==> config.mk <==
export PLATFORM = sky130hd
export DESIGN_NAME = bsg_tag_packet_tx
export DESIGN_NICKNAME = d
export VERILOG_FILES = /design/src/rtl/bsg_tag_packet_tx_pkg.sv /design/src/rtl/bsg_tag_packet_tx_shifter.sv /design/src/rtl/bsg_tag_packet_tx.sv
export SDC_FILE = /design/constraint.sdc
export NUM_CORES = 1
export LEC_CHECK = 0
export ABC_CLOCK_PERIOD_IN_PS = 3700
export CAP_MARGIN = 5
export CORE_MARGIN = 10
export CORE_UTILIZATION = 42
export CTS_CLUSTER_DIAMETER = 50
export CTS_CLUSTER_SIZE = 25
export DETAILED_ROUTE_END_ITERATION = 8
export RECOVER_POWER = 50
export SLEW_MARGIN = 20
export SYNTH_ARGS = -nofsm -noshare
export SYNTH_HDL_FRONTEND = slang
export SYNTH_SLANG_ARGS = --single-unit
==> constraint.sdc <==
create_clock -name clk_i -period 3.7 [get_ports clk_i]
set_clock_uncertainty 0.1 [all_clocks]
set_input_delay 0.37 -clock clk_i [delete_from_list [all_inputs] [get_ports clk_i]]
set_output_delay 0.37 -clock clk_i [all_outputs]
set_load 0.05 [all_outputs]
==> src/rtl/bsg_tag_packet_tx_pkg.sv <==
// bsg_tag_packet_tx_pkg
// Shared types and constants for the bsg_tag packet serializer:
//   - BSG_declare_tag_packet_tx_cmd_s : packed parallel command struct
//   - state_e                         : serializer FSM states
//   - hdr_bits / max2                 : header size and sizing helpers
`ifndef BSG_TAG_PACKET_TX_PKG_SV
`define BSG_TAG_PACKET_TX_PKG_SV

`define BSG_declare_tag_packet_tx_cmd_s(lg_els, lg_width)  \
   typedef struct packed {                                 \
      logic                          cmd_reset;            \
      logic [(lg_els)-1:0]           node_id;              \
      logic                          data_not_reset;       \
      logic [(lg_width)-1:0]         len;                  \
      logic [(1<<(lg_width))-2:0]    payload;              \
   } bsg_tag_packet_tx_cmd_s

package bsg_tag_packet_tx_pkg;

   typedef enum logic [2:0] {
      ST_IDLE,
      ST_RESET_ONES,
      ST_HDR,
      ST_PAYLOAD,
      ST_GAP
   } state_e;

   // start bit + data_not_reset; node id and length widths are added on top
   localparam int HDR_FIXED_BITS = 2;

   function automatic int hdr_bits(input int lg_els, input int lg_width);
      return HDR_FIXED_BITS + lg_els + lg_width;
   endfunction

   function automatic int max2(input int a, input int b);
      return (a > b) ? a : b;
   endfunction

endpackage

`endif

==> src/rtl/bsg_tag_packet_tx_shifter.sv <==
// bsg_tag_packet_tx_shifter
// Loadable LSB-first shift register with a bit down-counter.
//   clk_i, reset_n_i : clock, synchronous active-low reset
//   load_i           : load data_i / count_i (wins over shift_i)
//   shift_i          : shift right by one, shifting fill_i into the MSB
//   bit_o            : current LSB (bit to emit this cycle)
//   done_o           : the bit being emitted this cycle is the last one
module bsg_tag_packet_tx_shifter #(
   parameter int width_p       = 15,
   parameter int count_width_p = 6
) (
   input  logic                     clk_i,
   input  logic                     reset_n_i,
   input  logic                     load_i,
   input  logic [width_p-1:0]       data_i,
   input  logic [count_width_p-1:0] count_i,
   input  logic                     shift_i,
   input  logic                     fill_i,
   output logic                     bit_o,
   output logic                     done_o
);

   logic [width_p-1:0]       sh_r;
   logic [count_width_p-1:0] cnt_r;

   always_ff @(posedge clk_i) begin
      if (!reset_n_i) begin
         sh_r  <= '0;
         cnt_r <= '0;
      end else if (load_i) begin
         sh_r  <= data_i;
         cnt_r <= count_i;
      end else if (shift_i) begin
         sh_r  <= {fill_i, sh_r[width_p-1:1]};
         cnt_r <= cnt_r - 1'b1;
      end
   end

   assign bit_o  = sh_r[0];
   assign done_o = (cnt_r == count_width_p'(1));

endmodule

==> src/rtl/bsg_tag_packet_tx.sv <==
// bsg_tag_packet_tx
// Serializes one parallel command per valid/ready handshake onto the
// tag_clk/tag_en/tag_data lines of a bsg_tag master: either a tag packet
// (start, node id, data_not_reset, len, payload; all LSB first) or a
// master-reset burst of ones. Every command is followed by an idle gap.
//   clk_i, reset_n_i     : tag clock, synchronous active-low reset
//   v_i, ready_and_o     : command handshake
//   cmd_reset_i .. payload_i : command fields
//   tag_data_o, tag_en_o : registered serial outputs
//   busy_o               : not idle
//   sent_count_o         : completed commands, wrapping
module bsg_tag_packet_tx
   import bsg_tag_packet_tx_pkg::*;
#(
   parameter int els_p         = 16,
   parameter int lg_width_p    = 4,
   parameter int reset_ones_p  = 32,
   parameter int idle_gap_p    = 4,
   parameter int count_width_p = 16,
   localparam int lg_els_lp    = $clog2(els_p)
) (
   input  logic                         clk_i,
   input  logic                         reset_n_i,
   input  logic                         v_i,
   output logic                         ready_and_o,
   input  logic                         cmd_reset_i,
   input  logic [lg_els_lp-1:0]         node_id_i,
   input  logic                         data_not_reset_i,
   input  logic [lg_width_p-1:0]        len_i,
   input  logic [(1<<lg_width_p)-2:0]   payload_i,
   output logic                         tag_data_o,
   output logic                         tag_en_o,
   output logic                         busy_o,
   output logic [count_width_p-1:0]     sent_count_o
);

   localparam int payload_width_lp = (1 << lg_width_p) - 1;
   localparam int hdr_bits_lp      = hdr_bits(lg_els_lp, lg_width_p);
   localparam int shift_width_lp   = max2(hdr_bits_lp, payload_width_lp);
   localparam int max_count_lp     = max2(max2(reset_ones_p, hdr_bits_lp),
                                          max2(payload_width_lp, idle_gap_p));
   localparam int ctr_width_lp     = $clog2(max_count_lp + 1);

   `BSG_declare_tag_packet_tx_cmd_s(lg_els_lp, lg_width_p);

   bsg_tag_packet_tx_cmd_s cmd_n;
   // Node id and data_not_reset go straight into the shifter at the
   // handshake, so only the fields used after the header are held.
   logic                        cmd_reset_r;
   logic [lg_width_p-1:0]       len_r;
   logic [payload_width_lp-1:0] payload_r;

   state_e state_r, state_n;

   logic                      ld, shift, fill, cap, inc, en_n, data_n;
   logic [shift_width_lp-1:0] ld_data, hdr_word;
   logic [ctr_width_lp-1:0]   ld_count;
   logic                      sh_bit, sh_done;

   assign cmd_n = '{cmd_reset:      cmd_reset_i,
                    node_id:        node_id_i,
                    data_not_reset: data_not_reset_i,
                    len:            len_i,
                    payload:        payload_i};

   // Header in transmit order starting at bit 0: start, node_id, dnr, len
   always_comb begin
      hdr_word = '0;
      hdr_word[hdr_bits_lp-1:0] = {cmd_n.len, cmd_n.data_not_reset, cmd_n.node_id, 1'b1};
   end

   bsg_tag_packet_tx_shifter #(
      .width_p       (shift_width_lp),
      .count_width_p (ctr_width_lp)
   ) shifter (
      .clk_i     (clk_i),
      .reset_n_i (reset_n_i),
      .load_i    (ld),
      .data_i    (ld_data),
      .count_i   (ld_count),
      .shift_i   (shift),
      .fill_i    (fill),
      .bit_o     (sh_bit),
      .done_o    (sh_done)
   );

   always_comb begin
      state_n  = state_r;
      ld       = 1'b0;
      ld_data  = '0;
      ld_count = '0;
      shift    = 1'b0;
      fill     = 1'b0;
      cap      = 1'b0;
      inc      = 1'b0;
      en_n     = 1'b0;
      data_n   = 1'b0;
      unique case (state_r)
         ST_IDLE: begin
            if (v_i) begin
               cap = 1'b1;
               ld  = 1'b1;
               if (cmd_n.cmd_reset) begin
                  ld_data  = '1;
                  ld_count = ctr_width_lp'(reset_ones_p);
                  state_n  = ST_RESET_ONES;
               end else begin
                  ld_data  = hdr_word;
                  ld_count = ctr_width_lp'(hdr_bits_lp);
                  state_n  = ST_HDR;
               end
            end
         end
         ST_RESET_ONES, ST_HDR, ST_PAYLOAD: begin
            en_n   = 1'b1;
            data_n = sh_bit;
            shift  = 1'b1;
            // reset bursts are longer than the shifter; keep feeding ones
            fill   = cmd_reset_r;
            if (sh_done) begin
               ld = 1'b1;
               if (state_r == ST_HDR && len_r != '0) begin
                  ld_data  = shift_width_lp'(payload_r);
                  ld_count = ctr_width_lp'(len_r);
                  state_n  = ST_PAYLOAD;
               end else begin
                  ld_count = ctr_width_lp'(idle_gap_p);
                  inc      = 1'b1;
                  state_n  = ST_GAP;
               end
            end
         end
         ST_GAP: begin
            shift = 1'b1;
            if (sh_done) state_n = ST_IDLE;
         end
         default: state_n = ST_IDLE;
      endcase
   end

   always_ff @(posedge clk_i) begin
      if (!reset_n_i) begin
         state_r      <= ST_IDLE;
         cmd_reset_r  <= 1'b0;
         len_r        <= '0;
         payload_r    <= '0;
         tag_en_o     <= 1'b0;
         tag_data_o   <= 1'b0;
         sent_count_o <= '0;
      end else begin
         state_r    <= state_n;
         tag_en_o   <= en_n;
         tag_data_o <= data_n;
         if (cap) begin
            cmd_reset_r <= cmd_n.cmd_reset;
            len_r       <= cmd_n.len;
            payload_r   <= cmd_n.payload;
         end
         if (inc) sent_count_o <= sent_count_o + 1'b1;
      end
   end

   assign ready_and_o = (state_r == ST_IDLE);
   assign busy_o      = (state_r != ST_IDLE);

endmodule

* After elaboration in Yosys (flattened, before gate mapping)
Cells that the tools add are included.
** Word-level totals
- Register bits :: 62
- Bits of input ports :: 28
- Output and inout port bits :: 20
- Word-level logic and storage cells :: 58
** Operators by class
- Add/subtract/negate cells :: 2
- Eq/ne operators :: 8
- Multiplexer cells :: 30
- Reduce and logical (&&, ||, !) cells :: 9
** Operators with widths (number)
- 15-bit two-way mux :: 6
- 15-bit case mux with 2 select lines :: 1
- 6-bit two-way mux :: 4
- 16-bit by 1-bit adder with 16-bit output, second input constant :: 1
- 3-bit two-way mux :: 4
- 6-bit case mux with 2 select lines :: 1
- 1-bit two-way mux :: 9
- 3-bit case mux with 3 select lines :: 1
- 4-bit two-way mux :: 2
- 3-bit by 2-bit equality test with 1-bit output, second input constant :: 2
- 6-bit by 1-bit equality test with 1-bit output, second input constant :: 1
- 2-bit != test, second input constant :: 3
- 6-bit by 1-bit subtractor with 6-bit output, second input constant :: 1
- 4-bit nonzero test :: 1
- 4-bit OR reduction :: 1
- 3-bit by 1-bit equality test with 1-bit output, second input constant :: 1
- 3-bit equality test, second input constant :: 1
- 3-bit logical NOT :: 1
- 3-bit AND reduction :: 1
- 3-bit nonzero test :: 1
- 3-bit OR reduction :: 1
- 2-bit two-way mux :: 1
- 1-bit case mux with 2 select lines :: 1
- 2-bit AND reduction :: 1
- other kinds (2) :: 2

* Longest topological paths before layout
Gate-level depths: netlist of the first run.
- Depth after elaboration :: 6
- Mapped depth :: 8
- Depth with buffers taken out :: 6

* Hierarchy
From an unflattened synthesis of the first run, not the netlist that was laid out.
** Second synthesis, totals
- Cell total of the unflattened synthesis :: 389
- Area, all modules :: 3067.9 um^2
** Modules (own cells, without submodules)
- bsg_tag_packet_tx :: times used 1, cells an instance 268, area each 2003.2 um^2, seq. area each 820.8 um^2
- bsg_tag_packet_tx_shifter :: times used 1, cells an instance 121, area each 1064.8 um^2, seq. area each 420.4 um^2

* Worst setup path before layout of the first run
Ideal clock, no wire load.
- Kind :: reg-to-reg
- Start point :: register state_r[0]
- End point :: register shifter.sh_r[9]
- Setup time :: 0.122 ns
- Data arrival time :: 1.945 ns
- Required time :: 3.478 ns
- Slack :: 1.533 ns
- Cell stages (with the launch flop) :: 8
- Buffers on the path :: 2
- Clock period less this slack :: 2.167 ns
- Cells stage by stage :: dfxtp_1 > or3_1 > clkbuf_1 > inv_1 > buf_2 > o21ai_0 > a21oi_1 > a221o_1
** On the way
- Elaborated cells between the ends (all ways) :: 15
- Those cells by class :: 4 x eq/ne; 6 x mux; 5 x reduce/logical
** RTL lines
- start: declaration :: line bsg_tag_packet_tx.sv:53 : state_e state_r, state_n;
- start signal: assignment :: line bsg_tag_packet_tx.sv:151 : state_r <= state_n;
- 3-bit logical NOT *
- net ready_and_o :: line bsg_tag_packet_tx.sv:25 : output logic ready_and_o,
- 15-bit case mux with 2 select lines / 1-bit case mux with 2 select lines (equally long branches) :: line bsg_tag_packet_tx.sv:98 : unique case (state_r)
- 15-bit two-way mux / 2-bit nonzero test (equally long branches)
- end signal: assignment :: line bsg_tag_packet_tx_shifter.sv:31 : sh_r <= data_i;
- end signal: assignment :: line bsg_tag_packet_tx_shifter.sv:34 : sh_r <= {fill_i, sh_r[width_p-1:1]};
- end: declaration :: line bsg_tag_packet_tx_shifter.sv:23 : logic [width_p-1:0] sh_r;
The timed path passes the listed nets; every way through them passes the cells marked *.
A chain may end at the register's enable or synchronous reset.

* Worst setup path in the final report of the first run
- Start point :: register state_r[0]
- End point :: output ready_and_o
** On the way
- Longest elaborated chain between the ends :: 1
** Ends and longest elaborated chain
- 3-bit logical NOT :: line bsg_tag_packet_tx.sv:163 : assign ready_and_o = (state_r == ST_IDLE);
- end: declaration :: line bsg_tag_packet_tx.sv:25
No other way between the ends.

==> results of run 1 <==
## sequential cells by signal, summed over array words and instances (netlist names)
| name | cells |
|---|---|
| tag_data_o | 1 |
| tag_en_o | 1 |
| len_r | 4 |
| payload_r | 15 |
| sent_count_o | 16 |
| state_r | 3 |
| shifter.sh_r | 15 |
| cmd_reset_r | 1 |
| shifter.cnt_r | 6 |
## final cells by class
class / count / area [um2]
multi-input combinational: 274 / 1680
fill: 705 / 3420
tap: 99 / 124
clock buffer: 10 / 138
clock inverter: 6 / 61.3
inverter: 5 / 18.8
timing repair buffer: 51 / 493
sequential: 62 / 1240
## metal layers
layer / vias to the layer above / share of wire / global-route usage
met4: 0 / 0.015 / 0.0608
met3: 15 / 0.056 / 0.0384
met5: - / 0 / 0
li1: 1441 / - / -
met2: 92 / 0.46 / 0.229
met1: 1412 / 0.47 / 0.212
## stage by stage
step / power, mW / utilization / hold WS, ns / worst slack, ns / cells
2_1_floorplan: 1.86 / - / 0.336 / 1.53 / 368
3_3_place_gp: 2.15 / 0.497 / 0.348 / 1.11 / 491
3_5_place_dp: 2.16 / 0.497 / 0.350 / 1.06 / 491
4_1_cts: 2.77 / 0.525 / 0.359 / 0.693 / 507
5_1_grt: 2.97 / 0.524 / 0.372 / 0.604 / 507
6_report: 2.77 / 0.524 / 0.359 / 0.681 / 507
## power groups by stage
stage	registers [mW]	clock network, mW	logic [mW]
6_report	1.00	0.613	1.16
3_3_place_gp	1.01	0	1.15
5_1_grt	1.03	0.661	1.28
4_1_cts	0.997	0.626	1.15
2_1_floorplan	0.967	0	0.895
3_5_place_dp	1.01	0	1.15
## synth_stat cells (all sizes together), types with 3 or more instances
cell    number
a21oi       44
a221o        9
a31oi        4
a32oi        5
and2         3
buf         12
clkbuf      15
dfxtp       62
ha           3
inv          5
mux2i        8
nand2       61
nand2b      16
nand3       10
nand4        8
nor2        10
nor3         5
nor4        11
o21a         3
o21ai       22
o311ai       6
o31ai       11
o41ai        5
or3          4
or4          3
## cells in the final DEF (no fill, tap or decap), drive strengths merged, types with 2 or more instances in the layout
| cell | n |
|---|---|
| or3 | 4 |
| a31oi | 4 |
| a221o | 9 |
| and2 | 3 |
| a21oi | 44 |
| o21ai | 22 |
| o41ai | 5 |
| and4 | 2 |
| nand2 | 61 |
| or4 | 3 |
| nor2 | 10 |
| a32oi | 5 |
| clkbuf | 12 |
| mux2i | 8 |
| dfxtp | 62 |
| nand2b | 16 |
| o21a | 3 |
| clkinv | 4 |
| or3b | 2 |
| o31ai | 11 |
| a211oi | 2 |
| nor2b | 2 |
| o311ai | 6 |
| nor3 | 5 |
| dlygate4sd3 | 15 |
| nand3 | 10 |
| buf | 2 |
| clkdlybuf4s50 | 32 |
| ha | 3 |
| nor4 | 11 |
| nand4 | 8 |
| and3 | 2 |
| inv | 5 |
## logic make-up (layout without fill, tap and decap cells)
family / count (synthesis) / in the layout / synth area share
AND/OR/NAND/NOR: 143 / 143 / 0.250
AO/OA/AOI/OAI: 119 / 119 / 0.255
flip-flops: 62 / 62 / 0.405
buffers and inverters: 32 / 72 / 0.0486
multiplexers: 8 / 8 / 0.0261
adder cells (fa/ha/maj): 3 / 3 / 0.0123
XOR/XNOR: 1 / 1 / 0.00286
## final timing paths
kind / to / slack, ns / depth (start not counted)
max: ready_and_o / 0.68 / 3
min: payload_r[5]$_SDFFE_PN0P_ / 0.36 / 2
max reg2reg: shifter.sh_r[5]$_SDFFE_PN0P_ / 1.13 / 6
min reg2reg: payload_r[5]$_SDFFE_PN0P_ / 0.36 / 2
## critical path, cell delays in order (launching register included)
cell and delay [ns]:
dfxtp_1 0.46, or3_1 0.54, inv_1 0.32, clkdlybuf4s50_1 0.88
==> flow_summary.json, run 1 <==
{
  "p_int_mw": 1.58,
  "grt.overflow.total": 0,
  "drtIter0Drc": 197,
  "startpoint_type": "flip-flop",
  "root_buffer": "clkbuf_8",
  "fin_crit_sh": 0.816,
  "drive_gt1_frac": 0.0662,
  "drc": 0,
  "portBuffers": 47,
  "synth_top_area_frac": 0.405,
  "place.gp.congestion": 0.949,
  "status": "complete, no violations",
  "antennaDiodeCount": 0,
  "grt_pass1_vias": 2730,
  "cts_sinks": 62,
  "rows": 31,
  "critPathMaxFanout": 16,
  "switchingPower_mw": 1.19,
  "post_cts_buffers": 0,
  "p_sw_frac": 0.429,
  "setup_viol": 0,
  "yosysSeqAreaShare": 0.405,
  "wl_per_cell_um": 16.7,
  "ys.flop_type": "dfxtp_1",
  "rr_startpoint": "shifter.cnt_r[1]$_SDFFE_PN0P_",
  "rsz0062_at_grt": "no",
  "syn_area_per_cell_um2": 8.33,
  "ant_nets": 0,
  "grt_start_max_net_pins": 39,
  "worstHoldStart": "payload_r[5]$_SDFFE_PN0P_",
  "dr_total_vias": 2960,
  "cts_buffer_depth": 2,
  "num-nets-final": 434,
  "cts_hold_buf": 0,
  "design_area_um2": 3760,
  "pwr_density_cell_nw_per_um2": 737,
  "cts_tree": "built",
  "synth_top_area_cell": "dfxtp_1",
  "clk_pin_slew_ns": 0.08,
  "die-area_um2": 11100,
  "cap_violations": 0,
  "dpl_cell_area_um2": 3570,
  "yosysUniqueCellTypes": 53,
  "finalHoldViolCount": 0,
  "fmax_mhz": 331,
  "cts_made_buffers": 9,
  "crit_start": "state_r[0]$_SDFFE_PN0P_",
  "drt-vias-per-instance": 5.84,
  "critPathCaptureType": "primary output",
  "totalNegativeSetupSlack_ns": 0,
  "ios": 48,
  "worst_pin_slew_ns": 1.32,
  "synth_warnings": 0,
  "fp.dieW_um": 105,
  "syn-num-nets": 399,
  "first_pass_iters": 5,
  "ys_seq_elements": 62,
  "slew_violations": 0,
  "cp.arrival_ns": 2.55,
  "seqPwrFrac": 0.361,
  "path_class": "reg2out",
  "syn2layout_area_growth_pct": 22.7,
  "clkPwrFrac": 0.221,
  "worstPathRequired_ns": 3.23,
  "ys_top_cells_by_area": "dfxtp_1 41%, nand2_1 7.5%, a21oi_1 7.2%",
  "netlist_area_um2": 3060,
  "cts_resized": 0,
  "grt_use_total": 0.155,
  "async_flop_share": 0,
  "worstHoldPathType": "reg2reg",
  "total_leakage_power_nw": 1.33,
  "vdd_drop_max_v": 0.000238,
  "clkLatencyLatePin_ns": 0.34,
  "period_needed_ns": 3.02,
  "finalWirelength_mm": 8.48,
  "synth_cells": 368,
  "dpl.hpwl_mm": 5.79,
  "grt_pass1_wl_mm": 14.2,
  "power_frac_comb": 0.417,
  "slew_headroom": 0.117,
  "antenna_found_initial": 0,
  "cts.htree.levels": 3,
  "die_y_um": 105,
  "synth_edf_count": 0,
  "core_area_um2": 7180,
  "initial_core_util": 0.427
}
No activity file was read; power rests on OpenSTA's default activity.
==> run 2, diff against run 1 <==
--- a/config.mk
+++ b/config.mk
@@ -5,7 +5,7 @@
 export SDC_FILE = /design/constraint.sdc
 export NUM_CORES = 1
 export LEC_CHECK = 0
-export ABC_CLOCK_PERIOD_IN_PS = 3700
+export ABC_CLOCK_PERIOD_IN_PS = 2800
 export CAP_MARGIN = 5
 export CORE_MARGIN = 10
 export CORE_UTILIZATION = 42
==> constraint.sdc (replaced) <==
create_clock -name clk_i -period 2.8 [get_ports clk_i]
set_clock_uncertainty 0.1 [all_clocks]
set_input_delay 0.28 -clock clk_i [delete_from_list [all_inputs] [get_ports clk_i]]
set_output_delay 0.28 -clock clk_i [all_outputs]
set_load 0.05 [all_outputs]
==> flow_summary.json, run 2 (same netlist as run 1, synthesis figures left out) <==
{
  "die-area_um2": 11100,
  "dp_cells": 494,
  "critPathCaptureType": "primary output",
  "fmax_mhz": 393,
  "switchingPower_mw": 1.51,
  "critPathMaxFanout": 16,
  "design_power_total_mw": 3.62,
  "worst_path_max_delay_cell": "clkdlybuf4s50_1",
  "worstPathRequired_ns": 2.42,
  "finalHoldViolCount": 0,
  "reg_top3": "sent_count_o (16), payload_r (15), shifter.sh_r (15)",
  "dr_total_vias": 2942,
  "setup_slack_ns": 0.255,
  "cts_hold_buf": 0,
  "worstHoldPathCells": 2,
  "dpl.hpwl_mm": 5.81,
  "ant_nets": 0,
  "cts_buffer_depth": 2,
  "setup_viol": 0,
  "grt.overflow.total": 0,
  "clkLatencyLatePin_ns": 0.34,
  "ios": 48,
  "initial_core_util": 0.427,
  "total_leakage_power_nw": 1.35,
  "regMostFlops": "sent_count_o",
  "num-nets-final": 437,
  "cts_sinks": 62,
  "final_common_cell": "dfxtp_1",
  "worstHoldPathType": "reg2reg",
  "post_cts_buffers": 0,
  "wl_per_cell_um": 16.4,
  "grt_pass1_wl_mm": 14.1,
  "worstRegToRegCells": 4,
  "fin_util": 0.525,
  "worst_pin_slew_ns": 1.31,
  "cts_resized": 0,
  "die_y_um": 105,
  "cts.htree.levels": 3,
  "drive_gt1_frac": 0.0611,
  "slew_violations": 0,
  "finalWirelength_mm": 8.35,
  "core_area_um2": 7180,
  "fin_cells": 508,
  "drc": 0,
  "grt_pass1_vias": 2787,
  "worstPathCellList": "or3_1, clkdlybuf4s50_1",
  "dp_slack_ns": 0.398,
  "largest_reg_flops": 16,
  "fp.dieW_um": 105,
  "totalNegativeSetupSlack_ns": 0,
  "seqPwrFrac": 0.366,
  "p_int_mw": 2.11,
  "startpoint_type": "flip-flop",
  "final_cell_mix": "62 x dfxtp_1, 61 x nand2_1, 44 x a21oi_1",
  "cts_tree": "built",
  "antenna_found_initial": 0,
  "design_area_um2": 3760,
  "portBuffers": 47,
  "dpl_cell_area_um2": 3590,
  "p_sw_frac": 0.417,
  "status": "complete, no violations",
  "root_buffer": "clkbuf_8",
  "critPathMaxStageDelay_ns": 0.84,
  "grt_start_max_net_pins": 39,
  "pwr_density_cell_nw_per_um2": 962,
  "rsz0062_at_grt": "no",
  "grt_use_total": 0.153,
  "drtIter0Drc": 197,
  "period_needed_ns": 2.54,
  "cap_violations": 0,
  "cp.arrival_ns": 2.16,
  "slew_headroom": 0.126,
  "antennaDiodeCount": 0,
  "clk_pin_slew_ns": 0.07,
  "path_class": "reg2out",
  "syn2layout_area_growth_pct": 22.9,
  "rows": 31,
  "first_pass_iters": 5,
  "cts_made_buffers": 9,
  "fin_crit_sh": 0.909,
  "vdd_drop_max_v": 0.000275,
  "clkPwrFrac": 0.217,
  "hold_slack_ns": 0.360,
  "place.gp.congestion": 0.906,
  "power_frac_comb": 0.417,
  "drt-vias-per-instance": 5.79
}
run 2: changes by cell type in the layout (fill, tap and decap cells not counted), moves of 2 or more:
cell / before / now
buf_4: 2 / 5
clkbuf_1: 2 / 5
clkinv_2: 3 / 0
clkdlybuf4s50_1: 32 / 30
run 2: worst paths after layout:
check,from,endpoint,slack [ns]
setup / recovery,state_r[1]$_SDFFE_PN0P_,busy_o,0.26
hold / removal,payload_r[3]$_SDFFE_PN0P_,payload_r[3]$_SDFFE_PN0P_,0.36
setup reg to reg,state_r[0]$_SDFFE_PN0P_,shifter.sh_r[2]$_SDFFE_PN0P_,0.42
hold reg to reg,payload_r[3]$_SDFFE_PN0P_,payload_r[3]$_SDFFE_PN0P_,0.36
run 2: cell type report:
class	count	area (um2)
Sequential cell	62	1240
Fill cell	699	3410
Timing Repair Buffer	54	509
Clock inverter	1	30.0
Multi-Input combinational cell	274	1680
Clock buffer	13	159
Tap cell	99	124
Inverter	5	18.8
run 2: power groups by stage:
stage / clock network (mW) / registers, mW / logic [mW]
2_1_floorplan: 0 / 1.28 / 1.18
3_3_place_gp: 0 / 1.34 / 1.50
3_5_place_dp: 0 / 1.34 / 1.52
4_1_cts: 0.802 / 1.32 / 1.53
5_1_grt: 0.833 / 1.36 / 1.69
6_report: 0.786 / 1.32 / 1.51
run 2: metal layers:
| metal | routed length (um) | share of wire | vias up | track usage |
|---|---|---|---|---|
| li1 | - | - | 1454 | - |
| met1 | 3870 | 0.46 | 1392 | 0.203 |
| met2 | 3890 | 0.47 | 83 | 0.239 |
| met3 | 456 | 0.055 | 13 | 0.0292 |
| met4 | 130 | 0.016 | 0 | 0.0608 |
| met5 | 0 | 0 | - | 0 |
run 2: critical path: cells and delay by family, from the launching register on:
| kind | cells | cell delay, ns |
|---|---|---|
| buffers and inverters | 1 | 0.84 |
| DFF | 1 | 0.67 |
| and+or+nand+nor | 1 | 0.31 |
==> run 3, diff against run 2 <==
--- a/config.mk
+++ b/config.mk
@@ -13,7 +13,6 @@
 export CTS_CLUSTER_SIZE = 25
 export DETAILED_ROUTE_END_ITERATION = 8
 export RECOVER_POWER = 50
-export SLEW_MARGIN = 20
 export SYNTH_ARGS = -nofsm -noshare
 export SYNTH_HDL_FRONTEND = slang
 export SYNTH_SLANG_ARGS = --single-unit
==> results of run 3 <==
Final layout, timing and power as in run 2 (identical DEF).
